### src/rtl/credit_tx.sv
// credit_tx: transmit side of a credit-based link into a remote fifo whose
// depth equals the credit count. Turns an upstream valid/ready stream into
// valid-only beats and offers a flush/drain handshake that completes once
// every outstanding credit has come home.
// Optional feature: define CREDIT_TX_ERR_EN to add the sticky 'err' port
// that latches the first credit overflow.
module credit_tx #(
    parameter int unsigned data_size = 32,
    parameter int unsigned credits   = 4
) (
    input  logic                           clk,
    input  logic                           rst_n,
    input  logic [data_size-1:0]           in_data,
    input  logic                           in_valid,
    output logic                           in_ready,
    output logic [data_size-1:0]           tx_data,
    output logic                           tx_valid,
    input  logic                           tx_credit,
    input  logic                           flush,
    output logic                           flush_done,
    output logic [$clog2(credits+1)-1:0]   credit_cnt
`ifdef CREDIT_TX_ERR_EN
    ,
    output logic                           err
`endif
);

    localparam int unsigned CNT_W = $clog2(credits + 1);
    localparam logic [CNT_W-1:0] CREDITS_C = CNT_W'(credits);

    // Reject configurations the link cannot operate with.
    if (credits < 1) begin : g_credits_chk
        $fatal(1, "credit_tx: credits must be >= 1");
    end
    if (data_size < 1) begin : g_width_chk
        $fatal(1, "credit_tx: data_size must be >= 1");
    end

    typedef enum logic [1:0] {
        ST_ACTIVE = 2'd0,
        ST_DRAIN  = 2'd1,
        ST_DONE   = 2'd2
    } state_e;

    state_e                 state_q, state_d;
    logic [CNT_W-1:0]       credit_q, credit_d;
    logic [data_size-1:0]   tx_data_q, tx_data_d;
    logic                   tx_valid_q, tx_valid_d;
    logic                   in_ready_q, in_ready_d;
    logic                   flush_done_q, flush_done_d;
    logic                   accept_c;
    logic                   overflow_c;

    // in_ready comes from a flop, so the handshake never loops through
    // in_valid or tx_credit.
    assign accept_c = in_valid && in_ready_q;

    // Credit bookkeeping: -1 per accepted beat, +1 per returned credit,
    // saturating at the remote fifo depth.
    always_comb begin
        credit_d   = credit_q;
        overflow_c = 1'b0;
        if (accept_c && !tx_credit) begin
            credit_d = credit_q - CNT_W'(1);
        end else if (!accept_c && tx_credit) begin
            if (credit_q == CREDITS_C) begin
                overflow_c = 1'b1;
            end else begin
                credit_d = credit_q + CNT_W'(1);
            end
        end
    end

    // FSM state register.
    always_ff @(posedge clk or negedge rst_n) begin
        if (!rst_n) begin
            state_q <= ST_ACTIVE;
        end else begin
            state_q <= state_d;
        end
    end

    // FSM next state: a drain, once started, always runs to completion.
    always_comb begin
        state_d = state_q;
        case (state_q)
            ST_ACTIVE: if (flush) state_d = ST_DRAIN;
            ST_DRAIN:  if ((credit_q == CREDITS_C) && !tx_valid_q) state_d = ST_DONE;
            ST_DONE:   if (!flush) state_d = ST_ACTIVE;
            default:   state_d = ST_ACTIVE;
        endcase
    end

    // FSM outputs, computed one cycle ahead so every port is a flop.
    always_comb begin
        in_ready_d   = 1'b0;
        flush_done_d = 1'b0;
        tx_valid_d   = accept_c;
        tx_data_d    = tx_data_q;
        if (accept_c) begin
            tx_data_d = in_data;
        end
        if ((state_d == ST_ACTIVE) && (credit_d != '0)) begin
            in_ready_d = 1'b1;
        end
        if (state_d == ST_DONE) begin
            flush_done_d = 1'b1;
        end
    end

    // Output and datapath registers.
    always_ff @(posedge clk or negedge rst_n) begin
        if (!rst_n) begin
            credit_q     <= CREDITS_C;
            tx_data_q    <= '0;
            tx_valid_q   <= 1'b0;
            in_ready_q   <= 1'b1;
            flush_done_q <= 1'b0;
        end else begin
            credit_q     <= credit_d;
            tx_data_q    <= tx_data_d;
            tx_valid_q   <= tx_valid_d;
            in_ready_q   <= in_ready_d;
            flush_done_q <= flush_done_d;
        end
    end

    assign in_ready   = in_ready_q;
    assign tx_data    = tx_data_q;
    assign tx_valid   = tx_valid_q;
    assign flush_done = flush_done_q;
    assign credit_cnt = credit_q;

`ifdef CREDIT_TX_ERR_EN
    logic err_q;

    // Sticky overflow flag; only reset clears it.
    always_ff @(posedge clk or negedge rst_n) begin
        if (!rst_n) begin
            err_q <= 1'b0;
        end else if (overflow_c) begin
            err_q <= 1'b1;
        end
    end

    assign err = err_q;
`endif

`ifndef SYNTHESIS
    // Report a credit returned while every credit is already home.
    always_ff @(posedge clk) begin
        if (rst_n) begin
            assert (!overflow_c)
                else $warning("credit_tx: credit returned with all credits home, count saturated");
        end
    end
`endif

endmodule

### config.mk
export PLATFORM = sky130hd
export DESIGN_NAME = credit_tx
export DESIGN_NICKNAME = d
export VERILOG_FILES = /design/src/rtl/credit_tx.sv
export SDC_FILE = /design/constraint.sdc
export NUM_CORES = 1
export LEC_CHECK = 0
export ABC_AREA = 1
export ABC_CLOCK_PERIOD_IN_PS = 1800
export CORE_ASPECT_RATIO = 0.6
export CORE_MARGIN = 2
export CORE_UTILIZATION = 50
export CTS_CLUSTER_DIAMETER = 40
export DETAILED_ROUTE_END_ITERATION = 16
export DONT_BUFFER_PORTS = 1
export SLEW_MARGIN = 30
export SYNTH_ARGS = -nofsm -noshare
export SYNTH_HDL_FRONTEND = slang
export SYNTH_SLANG_ARGS = --single-unit
### constraint.sdc
create_clock -name clk -period 1.8 [get_ports clk]
set_input_delay 0.36 -clock clk [delete_from_list [all_inputs] [get_ports clk]]
set_output_delay 0.36 -clock clk [all_outputs]
set_load 0.05 [all_outputs]
==> reports/metrics.yaml <==
status:
  status: "finished clean"
detailed_routing:
  drt_iter0_drc: 82
  viasPerCell: 5.03
  routedWlPerCell_um: 13.9
  drcViolationCount: 0
  ant_nets: 0
  routed_wl_um: 3310
  dr.pass1.iters: 4
  num_vias: 1202
logic_synthesis:
  ys.warnings.count: 0
  syn_area_sq_um: 1630
  ys_seq_elements: 40
  syn-num-nets: 228
  synth.distinct_cells: 17
  synth.avg_cell_area_sq_um: 8.67
  synth-seq-area-share: 0.616
  netlist_instances: 188
sta:
  fmax_mhz: 655
  drv_slew: 0
  worst_pin_slew_ns: 0.506
  final_hold_viol_count: 0
  min_period_ns: 1.53
  setup_tns_ns: 0
  relSlewSlack: 0.662
  rsz0062_at_grt: "false"
  fin_crit_sh: 0.848
  setup_viol: 0
  finClkSkew_ns: 0.00159
place:
  placed_area_sq_um: 1690
  dp_hpwl_um: 2370
  place.port_buffers: 0
  gp_congestion: 0.831
cells_and_area:
  mostFrequentLayoutCell: "nand2_1"
  finalInstanceArea_sq_um: 1820
  antenna_cells: 0
  final_cell_mix: "nand2_1, dfrtp_1, inv_1, clkbuf_8, buf_4"
  final_nets: 236
  layout-drive-gt1-share: 0.117
  final_core_utilization: 0.611
  fillers: 250
  area_growth_pct: 11.8
floorplanning:
  die_h_um: 48.2
  core.rowCount: 15
  fp.dieW_um: 77.7
  io_pins: 75
  core_sq_um: 2980
  die_area_sq_um: 3750
  start_util: 0.546
critical_path:
  cp_top_family: "flip-flops"
  crit_path_cell_trace: "nand2_2, inv_2, nand2_1, nand2_1"
  endpoint_kind: "register"
  worstSetupPathType: "register to register"
  critPathLaunchType: "register"
  path_common_cell: "nand2_1"
  slowest_delay_ns: 0.55
  arrival_ns: 1.75
  crit_buf_inv: 1
  critPathSlowestCell: "dfstp_2"
  required_ns: 2.02
  crit_fanout: 33
clocking:
  cts_setup_buffers: 0
  clk_latency_ns: 0.28
  clock_sinks: 40
  clockRootBuffer: "clkbuf_8"
  cts_buffers: 5
  cts.clk_slew.worst_paths_ns: 0.07
  ctsLongestPathBuffers: 2
  cts_tree: "done"
  cts.htree.levels: 2
global_route:
  grt_busiest_layer: "met2"
  grt_max_degree: 41
  grt-ovfl-total: 0
  grt_util_all_layers: 0.194
  use_met1: 0.235
  grt_util_met3: 0.119
  antenna_found_initial: 0
  grt_pass1_vias: 1067
  grt_first_pass_wirelength_um: 5170
  grt.met2_usage: 0.284
job:
  max_cap_viol_count: 0
hold_path:
  holdCritPathClass: "input pin to register"
==> final timing paths <==
path | from | end | slack, ns | cells past startpoint
worst min register to register | state_q[0]$_DFF_PN0_ | state_q[0]$_DFF_PN0_ | 0.49 | 1
min in group asynchronous | rst_n | tx_data[12]$_DFFE_PN0P_ | 0.53 | 2
worst max register to register | in_ready$_DFF_PN1_ | tx_data[1]$_DFFE_PN0P_ | 0.27 | 4
worst max-delay path | in_ready$_DFF_PN1_ | tx_data[1]$_DFFE_PN0P_ | 0.27 | 4
worst min-delay path | in_data[11] | tx_data[11]$_DFFE_PN0P_ | 0.18 | 2
max in group asynchronous | rst_n | credit_cnt[2]$_DFF_PN1_ | 1.01 | 2
==> cells in the mapped netlist <==
cell type / number / area (sq um)
dfstp_2: 2 / 52.6
o21ai_0: 1 / 5.00
xnor2_1: 1 / 8.76
ha_1: 3 / 37.5
nand2_1: 108 / 405
buf_2: 4 / 20.0
nand3_1: 3 / 15.0
nor2_1: 4 / 15.0
clkbuf_1: 2 / 7.51
dfrtp_1: 38 / 951
a21oi_1: 4 / 20.0
xor2_1: 1 / 8.76
o21a_1: 1 / 7.51
nand3_2: 1 / 10.0
inv_1: 8 / 30.0
nand2_2: 4 / 25.0
inv_2: 3 / 11.3
==> layout make-up <==
type	count	area, sq um	area share
Inverter	11	41.3	0.0226
Timing Repair Buffer	7	67.6	0.0371
Tap cell	42	52.6	0.0288
Sequential cell	40	1000	0.550
Clock buffer	8	100	0.0549
Multi-Input combinational cell	131	558	0.306
==> metrics by stage <==
step | cells | hold WS, ns | worst slack [ns]
finish | 239 | 0.183 | 0.273
global route | 239 | 0.163 | 0.150
floorplan | 188 | 0.0644 | 0.221
detailed placement | 229 | 0.0649 | 0.282
global placement | 229 | 0.0650 | 0.362
CTS | 239 | 0.172 | 0.264
==> sequential cells by signal, summed over array words and instances (netlist names) <==
register	count
credit_cnt	3
flush_done	1
in_ready	1
tx_data	32
tx_valid	1
state_q	2
==> cells by family (layout without fill, tap and decap cells) <==
| kind of cell | Yosys count | after routing | synth area share |
|---|---|---|---|
| xor+xnor | 2 | 2 | 0.0107 |
| buf+inv | 17 | 26 | 0.0422 |
| flops | 40 | 40 | 0.616 |
| fa+ha+maj | 3 | 3 | 0.0230 |
| compound gates | 6 | 6 | 0.0200 |
| simple gates | 120 | 120 | 0.289 |
==> worst reg2reg max path, delay by kind of cell, from the launching register on <==
| family | cells | cell delay, ns |
|---|---|---|
| and+or+nand+nor | 3 | 0.45 |
| buffers and inverters | 1 | 0.47 |
| DFF | 1 | 0.55 |
==> what timing repair did <==
action,in CTS,in global routing
resized for setup,0,0
endpoints found under the hold margin,40,0
hold buffers,2,0
==> layer usage <==
metal	wire length, um	vias to the layer above
met1	1490	552
met3	333	5
met5	0	-
li1	-	580
met2	1440	65
met4	48	0
Power is not shown: default switching activity piles up to over one toggle a cycle in this logic, so the estimate is an artifact.
